--- src/rtl/trig_frame_rx_pkg.sv ---
// Shared definitions for the triggered serial frame receiver and its upstream generator bench.
package trig_frame_pkg;
  localparam int FRAME_BITS_DEF = 14;
  localparam int TRIG_DELAY_DEF = 0;

  typedef enum logic [1:0] {
    ST_IDLE  = 2'd0,
    ST_DELAY = 2'd1,
    ST_SHIFT = 2'd2,
    ST_DONE  = 2'd3
  } state_t;
endpackage

--- src/rtl/trig_frame_rx_if.sv ---
// Frame receiver bus: upstream generator (master) drives trigger/data, receiver (slave) reports words.
interface trig_frame_rx_if
  import trig_frame_pkg::*;
#(
  parameter int FRAME_BITS = FRAME_BITS_DEF
);
  logic                  enable;
  logic                  trig;
  logic                  data_in;
  logic [FRAME_BITS-1:0] word;
  logic                  word_valid;
  logic                  busy;
  logic [15:0]           frame_count;
  logic                  overrun;
  logic                  parity_err;

  modport master (
    output enable, trig, data_in,
    input  word, word_valid, busy, frame_count, overrun, parity_err
  );

  modport slave (
    input  enable, trig, data_in,
    output word, word_valid, busy, frame_count, overrun, parity_err
  );
endinterface

--- src/rtl/trig_edge_det.sv ---
// Rising-edge detector with a registered previous sample and configurable reset value.
module trig_edge_det #(
  parameter logic RST_VAL = 1'b1
) (
  input  logic clk,
  input  logic rst_n,
  input  logic i_sig,
  output logic o_rise
);
  logic r_q;

  always_ff @(posedge clk) begin
    if (!rst_n) r_q <= RST_VAL;
    else        r_q <= i_sig;
  end

  assign o_rise = i_sig & ~r_q;
endmodule

--- src/rtl/trig_frame_rx.sv ---
// Triggered serial frame receiver: MSB-first capture after a programmable delay from the trigger edge.
// Build option TRIG_FRAME_PARITY_EN appends an even-parity bit after the data LSB.
module trig_frame_rx
  import trig_frame_pkg::*;
#(
  parameter int FRAME_BITS = FRAME_BITS_DEF,
  parameter int TRIG_DELAY = TRIG_DELAY_DEF
) (
  input logic            clk,
  input logic            rst_n,
  trig_frame_rx_if.slave bus
);
`ifdef TRIG_FRAME_PARITY_EN
  localparam int SHIFT_LEN = FRAME_BITS + 1;
`else
  localparam int SHIFT_LEN = FRAME_BITS;
`endif
  localparam logic [7:0] DLY_LAST   = 8'(TRIG_DELAY - 1);
  localparam logic [7:0] SHIFT_LAST = 8'(SHIFT_LEN - 1);
  localparam logic [7:0] DATA_LEN   = 8'(FRAME_BITS);

  state_t                r_state;
  logic [7:0]            r_cnt;
  logic [FRAME_BITS-1:0] r_shift;
  logic [FRAME_BITS-1:0] r_word;
  logic                  r_word_valid;
  logic [15:0]           r_frame_count;
  logic                  r_overrun;
  logic                  w_edge;
  logic [FRAME_BITS-1:0] w_shift_nxt;
`ifdef TRIG_FRAME_PARITY_EN
  logic                  r_parity_err;
`endif

  trig_edge_det #(.RST_VAL(1'b1)) u_trig_edge (
    .clk    (clk),
    .rst_n  (rst_n),
    .i_sig  (bus.trig),
    .o_rise (w_edge)
  );

  assign w_shift_nxt = {r_shift[FRAME_BITS-2:0], bus.data_in};

  always_ff @(posedge clk) begin
    if (!rst_n) begin
      r_state       <= ST_IDLE;
      r_cnt         <= '0;
      r_shift       <= '0;
      r_word        <= '0;
      r_word_valid  <= 1'b0;
      r_frame_count <= '0;
      r_overrun     <= 1'b0;
`ifdef TRIG_FRAME_PARITY_EN
      r_parity_err  <= 1'b0;
`endif
    end else begin
      r_word_valid <= 1'b0;
`ifdef TRIG_FRAME_PARITY_EN
      r_parity_err <= 1'b0;
`endif
      // Any edge outside IDLE, including the DONE exit cycle, is an overrun and never starts a frame.
      if (w_edge && (r_state != ST_IDLE)) r_overrun <= 1'b1;

      case (r_state)
        ST_IDLE: begin
          r_cnt <= '0;
          if (w_edge && bus.enable) r_state <= (TRIG_DELAY == 0) ? ST_SHIFT : ST_DELAY;
        end
        ST_DELAY: begin
          if (!bus.enable) begin
            r_state <= ST_IDLE;
            r_cnt   <= '0;
          end else if (r_cnt == DLY_LAST) begin
            r_state <= ST_SHIFT;
            r_cnt   <= '0;
          end else begin
            r_cnt <= r_cnt + 8'd1;
          end
        end
        ST_SHIFT: begin
          if (!bus.enable) begin
            r_state <= ST_IDLE;
            r_cnt   <= '0;
          end else begin
            if (r_cnt < DATA_LEN) r_shift <= w_shift_nxt;
            if (r_cnt == SHIFT_LAST) begin
              r_state       <= ST_DONE;
              r_cnt         <= '0;
              r_word_valid  <= 1'b1;
              r_frame_count <= r_frame_count + 16'd1;
`ifdef TRIG_FRAME_PARITY_EN
              // The final cycle carries the parity bit; data is already complete in r_shift.
              r_word        <= r_shift;
              r_parity_err  <= (^r_shift) ^ bus.data_in;
`else
              r_word        <= w_shift_nxt;
`endif
            end else begin
              r_cnt <= r_cnt + 8'd1;
            end
          end
        end
        ST_DONE:  r_state <= ST_IDLE;
        default:  r_state <= ST_IDLE;
      endcase
    end
  end

  assign bus.word        = r_word;
  assign bus.word_valid  = r_word_valid;
  assign bus.busy        = (r_state != ST_IDLE);
  assign bus.frame_count = r_frame_count;
  assign bus.overrun     = r_overrun;
`ifdef TRIG_FRAME_PARITY_EN
  assign bus.parity_err  = r_parity_err;
`else
  assign bus.parity_err  = 1'b0;
`endif
endmodule

--- src/flat_wrapper.sv ---
// flat-port wrapper written by rule: the top's interface ports become plain ports
module trig_frame_rx_flat import trig_frame_pkg::*;
#(
  parameter int FRAME_BITS = FRAME_BITS_DEF,
  parameter int TRIG_DELAY = TRIG_DELAY_DEF
)
  (clk, rst_n, bus_enable, bus_trig, bus_data_in, bus_word, bus_word_valid, bus_busy, bus_frame_count, bus_overrun, bus_parity_err);
  trig_frame_rx_if #(.FRAME_BITS(FRAME_BITS)) bus_i ();
  input logic clk;
  input logic rst_n;
  input wire logic [$bits(bus_i.enable)-1:0] bus_enable;
  input wire logic [$bits(bus_i.trig)-1:0] bus_trig;
  input wire logic [$bits(bus_i.data_in)-1:0] bus_data_in;
  output wire logic [$bits(bus_i.word)-1:0] bus_word;
  output wire logic [$bits(bus_i.word_valid)-1:0] bus_word_valid;
  output wire logic [$bits(bus_i.busy)-1:0] bus_busy;
  output wire logic [$bits(bus_i.frame_count)-1:0] bus_frame_count;
  output wire logic [$bits(bus_i.overrun)-1:0] bus_overrun;
  output wire logic [$bits(bus_i.parity_err)-1:0] bus_parity_err;
  assign bus_i.enable = bus_enable;
  assign bus_i.trig = bus_trig;
  assign bus_i.data_in = bus_data_in;
  assign bus_word = bus_i.word;
  assign bus_word_valid = bus_i.word_valid;
  assign bus_busy = bus_i.busy;
  assign bus_frame_count = bus_i.frame_count;
  assign bus_overrun = bus_i.overrun;
  assign bus_parity_err = bus_i.parity_err;
  trig_frame_rx #(.FRAME_BITS(FRAME_BITS), .TRIG_DELAY(TRIG_DELAY)) u_core (.clk(clk), .rst_n(rst_n), .bus(bus_i));
endmodule
--- config.mk ---
export PLATFORM = sky130hd
export DESIGN_NAME = trig_frame_rx_flat
export DESIGN_NICKNAME = d
export VERILOG_FILES = /design/src/rtl/trig_frame_rx_pkg.sv /design/src/rtl/trig_frame_rx_if.sv /design/src/rtl/trig_edge_det.sv /design/src/rtl/trig_frame_rx.sv /design/src/flat_wrapper.sv
export SDC_FILE = /design/constraint.sdc
export NUM_CORES = 1
export LEC_CHECK = 0
export ABC_AREA = 0
export BUFFER_PORTS_ARGS = -buffer_cell sky130_fd_sc_hd__buf_2
export CORE_UTILIZATION = 41
export DETAILED_ROUTE_END_ITERATION = 12
export PLACE_DENSITY = 0.64
export SYNTH_ARGS = -nofsm -noshare
export SYNTH_HDL_FRONTEND = slang
export SYNTH_SLANG_ARGS = --single-unit
--- constraint.sdc ---
create_clock -name clk -period 2.65 [get_ports clk]
set_clock_uncertainty 0.15 [all_clocks]
set_input_delay 0.3975 -clock clk [delete_from_list [all_inputs] [get_ports clk]]
set_output_delay 0.3975 -clock clk [all_outputs]
set_load 0.05 [all_outputs]
; ---- Word level (Yosys, flattened, before mapping)
; Cells that the tools add are included.
[totals]
ff_bits = 56
inputBits = 5
out_inout_bits = 34
word_cells = 42
[op_classes]
add_sub_neg = 2
n_lt_le_gt_ge = 1
n_eq_ne = 8
mux = 12
bitwise = 2
reduce_logical = 9
[ops]
columns = operator, n
row1 = 2-to-1 mux 8 bit, 4
row2 = one-hot mux 8 bit (3 select lines), 1
row3 = "adder 16 x 1 -> 16 bit, second input constant", 1
row4 = AND reduction 3 bit, 4
row5 = 2-to-1 mux 2 bit, 5
row6 = "adder 8 x 1 -> 8 bit, second input constant", 1
row7 = "equality test 8 x 4 -> 1 bit, second input constant", 1
row8 = "equality test 8 bit, second input constant", 1
row9 = "< comparator 8 x 4 -> 1 bit, second input constant", 1
row10 = one-hot mux 2 bit (4 select lines), 1
row11 = "!= test 3 x 2 -> 1 bit, second input constant", 2
row12 = "equality test 2 bit, second input constant", 2
row13 = nonzero test 3 bit, 1
row14 = "equality test 2 x 1 -> 1 bit, second input constant", 1
row15 = logical AND 1 bit, 2
row16 = logical NOT 2 bit, 1
row17 = "!= test 2 x 1 -> 1 bit, second input constant", 1
row18 = nonzero test 2 bit, 1
row19 = AND 1 bit, 1
row20 = 2-to-1 mux 1 bit, 1
row21 = inverter 1 bit, 1

; ---- Logic depth before layout (Yosys ltp)
[depth]
depth_word = 5
ltp_mapped = 7
depth_no_buf = 6

; ---- Hierarchy
; Synthesis repeated with hierarchy kept, for this count alone.
[unflattened]
cells_unflattened = 282
area_unflattened_um2 = 2511.2
[modules_own_cells]
columns = module, instances, cells_per_inst, area_per_inst_um2, seq_area_each_um2
row1 = trig_frame_rx, 1, 279, 2471.1, 1101.1
row2 = trig_edge_det, 1, 3, 40.0, 20.0

; ---- Worst setup path after synthesis
; OpenSTA, ideal clock, no wires.
[synth_path]
path_kind = register -> register
from = reg u_core.r_cnt[4]
to = reg u_core.r_frame_count[13] (netlist: u_core.bus.frame_count[13])
setup_time_ps = 70
arrival_time_ps = 2109
required_ps = 2430
slack_ps = 321
path_stages_with_launch = 6
n_path_buf = 1
cell_sequence = dfxtp_1 or4_1 buf_2 or4_4 or4_1 a21oi_1
[synth_between]
elab_chain_cells = 2
[synth_lines]
columns = element, line
row1 = from (decl), trig_frame_rx.sv:23  ; logic [7:0] r_cnt;
row2 = from (signal assigned), trig_frame_rx.sv:77  ; r_cnt <= r_cnt + 8'd1;
row3 = from (signal assigned), trig_frame_rx.sv:99  ; r_cnt <= r_cnt + 8'd1;
row4 = equality test 8 x 4 -> 1 bit, trig_frame_rx.sv:86  ; if (r_cnt == SHIFT_LAST) begin
row5 = AND reduction 3 bit (no source line), n/a
row6 = to (signal assigned), trig_frame_rx.sv:90  ; r_frame_count <= r_frame_count + 16'd1;
row7 = to (decl), trig_frame_rx.sv:27  ; logic [15:0] r_frame_count;
; Every way passes these cells.
; A chain may end at the register's enable or synchronous reset.

; ---- Worst setup path in the final report
; Same ends and word-level chain as after synthesis.

==> results.py <==
metrics = {
    "run_status": {
        "status": "complete, no violations",
    },
    "clock_network": {
        "cts_buffers": 5,
        "cts_max_level": 2,
        "clock_latency_ns": 0.31,
        "cts_tree": "yes",
        "cts-hold-fix-buffers": 0,
        "path_clk_slew_ns": 0.10,
        "postCtsSetupBuffers": 0,
        "cts-root-buf": "clkbuf_8",
        "cts_buffer_depth": 2,
        "clock-sinks": 56,
        "cts_resized": 0,
    },
    "critical_path": {
        "cp.arrival_ns": 2.48,
        "cp.depth": 4,
        "worst_path_most_repeated_cell": "or4_1",
        "rr_worst_depth": 4,
        "cp-start-kind": "flip-flop",
        "crit_family": "simple AND/OR/NAND/NOR gates",
        "crit_slowest_cell": "or4_1",
        "r2r_start": "u_core.r_cnt[4]",
        "crit_chain": "or4_1 > or4_4 > or4_1 > a21oi_1",
        "worstPathMaxFanout": 7,
        "regToRegSetupSlack_ns": 0.26,
        "rr_endpoint": "u_core.bus.frame_count[13]",
        "critical_path.max_stage_delay_ns": 0.59,
        "endpoint_kind": "flip-flop",
        "worst-path-buf-inv": 0,
        "critical_path_class": "flip-flop to flip-flop",
        "critical_path_required_ns": 2.74,
    },
    "synth": {
        "yosys.area_share.xor_xnor_pct": 2.10,
        "syn_nets": 313,
        "syn_inst": 300,
        "ys_seq_area_share_pct": 44.7,
        "async_flop_share_pct": 0,
        "syn_area_um2": 2510,
        "muxShareOfSynthArea_pct": 7.19,
        "synth_edf_count": 0,
        "yosysUniqueCellTypes": 36,
        "synth_fa_ha_area_share_pct": 3.99,
        "syn-mean-instance-area_um2": 8.36,
        "synth_compound_area_share_pct": 12.1,
        "synth_top_family_by_area": "simple AND/OR/NAND/NOR gates",
        "ys.flop_type": "dfxtp_1",
        "ys_warn_count": 0,
        "yosys.area_share.simple_pct": 25.5,
        "synth_seq_cells": 56,
    },
    "timing": {
        "finalCriticalPeriod_ns": 2.39,
        "tns_ns": 0,
        "drv_slew": 0,
        "finalSetupViolCount": 0,
        "period_share_pct": 90.1,
        "max_slew_margin_pct": 52.2,
        "rsz0062_at_grt": "no",
        "worst_slack_ns": 0.264,
        "fin_hold_ws_ns": 0.127,
        "fmax_mhz": 419,
        "finalHoldViolations": 0,
        "tightestPinTransition_ns": 0.716,
    },
    "floorplan": {
        "die-area_um2": 6430,
        "pin_count": 39,
        "die_y_um": 80.2,
        "die_w_um": 80.2,
        "design.core.area_um2": 5920,
        "start_util_pct": 42.3,
        "core.rowCount": 28,
    },
    "routing": {
        "drcViolationCount": 0,
        "drtPass1Iterations": 6,
        "route.vias.total": 2183,
        "wl_per_cell_um": 12.6,
        "routed_wl_um": 5210,
        "ant_nets": 0,
        "first_iter_violations": 94,
        "viasPerCell": 5.29,
    },
    "hold_path": {
        "hp-class": "primary input to flip-flop",
        "min_to": "u_core.u_trig_edge.r_q",
        "min-delay-start": "bus_trig",
        "hold_path_depth": 2,
    },
    "place": {
        "dp_hpwl_um": 3650,
        "globalplace.congestion": 0.834,
        "pre_cts_ws_ns": 0.286,
        "port_buffers": 37,
    },
    "run": {
        "drv_cap": 0,
    },
    "global_route": {
        "antenna_found_initial": 0,
        "grt_max_degree": 23,
        "grt_pass1_wl_um": 8710,
        "grt_usage_pct": 17.2,
        "grt_pass1_vias": 1918,
        "gr-total-overflow": 0,
    },
    "power_and_ir_drop": {
        "ir_drop_mv": 0.198,
        "p_leak_uw": 0.00122,
        "power_density_nw_per_um2": 524,
    },
    "cells_and_area": {
        "fin_nets": 350,
        "num_antenna_cells": 0,
        "areaGrowthSynthToFinish_pct": 16.3,
        "drive_gt1_share_pct": 17.5,
        "nFillCells": 569,
    },
}
==> logic make-up after synthesis <==
family / after synthesis
xor+xnor: 6
compound gates: 50
simple gates: 134
fa+ha+maj: 8
mux: 18
flops: 56
other cells: 1
buf+inv: 27
==> placed cells by master (no fill, tap or decap), drive strengths merged, types with 3 or more instances in the layout <==
cell / count
mux2i: 18
and2: 3
buf: 49
or3: 5
o2111ai: 3
xnor2: 5
nand3: 17
clkbuf: 6
nand2: 44
a21oi: 26
o21ai: 7
nand2b: 5
o211ai: 6
o31ai: 3
nor4: 5
nor3: 4
nand4: 11
inv: 9
dfxtp: 56
nor2: 30
ha: 8
or4: 4
and3: 3
==> cell usage after synthesis, types with 4 or more instances <==
library cell	count	area [um2]
a21oi_1	26	130
dfxtp_1	56	1120
or3_1	5	31.3
nor3_1	4	20.0
mux2i_1	18	180
ha_1	8	100
o211ai_1	6	45.0
nand4_1	11	68.8
xnor2_1	5	43.8
inv_1	8	30.0
clkbuf_1	14	52.6
nand2b_1	5	31.3
nor2_1	30	113
nand3_1	17	85.1
o21ai_0	7	35.0
nor4_1	5	31.3
nand2_1	44	165
==> cell type report <==
cell class	count	area (um2)	area share [%]
clock inverters	2	38.8	1.33
clock buffers	6	72.6	2.49
repair buffers	49	275	9.44
flip-flops and latches	56	1120	38.4
inverters	8	30.0	1.03
multi-input cells	217	1280	44.1
well taps	75	93.8	3.22
==> how the worst max path moves through the flow <==
stage	startpoint	end	slack [ns]
after floorplan	u_core.r_cnt[4]	u_core.bus.frame_count[13]	0.32
after global placement	u_core.r_cnt[4]	u_core.bus.frame_count[13]	0.30
after detailed placement	u_core.r_cnt[4]	u_core.bus.frame_count[13]	0.29
after CTS	u_core.r_cnt[4]	u_core.bus.frame_count[13]	0.27
after global routing	u_core.r_cnt[4]	u_core.bus.frame_count[13]	0.19
final	u_core.r_cnt[4]	u_core.bus.frame_count[13]	0.26
==> layer usage <==
| layer | share of wire [%] | vias up | global-route usage, % | routed length [um] |
|---|---|---|---|---|
| li1 | - | 1123 | - | - |
| met1 | 51 | 1013 | 22.0 | 2660 |
| met2 | 44 | 42 | 28.5 | 2300 |
| met3 | 4.0 | 5 | 4.32 | 208 |
| met4 | 0.84 | 0 | 4.64 | 44 |
| met5 | 0 | - | 0 | 0 |
==> where the power goes <==
part | leakage, uW | total [uW] | switching, uW | internal (uW)
Clock | 0.0000558 | 566 | 280 | 286
Combinational | 0.000715 | 112 | 76.1 | 36.0
Sequential | 0.000451 | 851 | 4.44 | 846
==> registers in the layout, summed over array words and instances, names as in the netlist <==
register                cells
u_core.r_state              2
u_core.r_shift             13
u_core.bus.overrun          1
u_core.bus.word_valid       1
u_core.u_trig_edge.r_q      1
u_core.bus.frame_count     16
u_core.r_cnt                8
u_core.bus.word            14
==> metrics by stage <==
step / cells / total power (uW) / area [um2] / utilization (%)
3_3_place_gp: 405 / 981 / 2810 / 47.4
3_5_place_dp: 405 / 982 / 2810 / 47.4
2_1_floorplan: 300 / 953 / 2510 / -
5_1_grt: 413 / 1590 / 2920 / 49.3
4_1_cts: 413 / 1550 / 2920 / 49.3
6_report: 413 / 1530 / 2920 / 49.3
No activity file was read; power rests on OpenSTA's default activity.
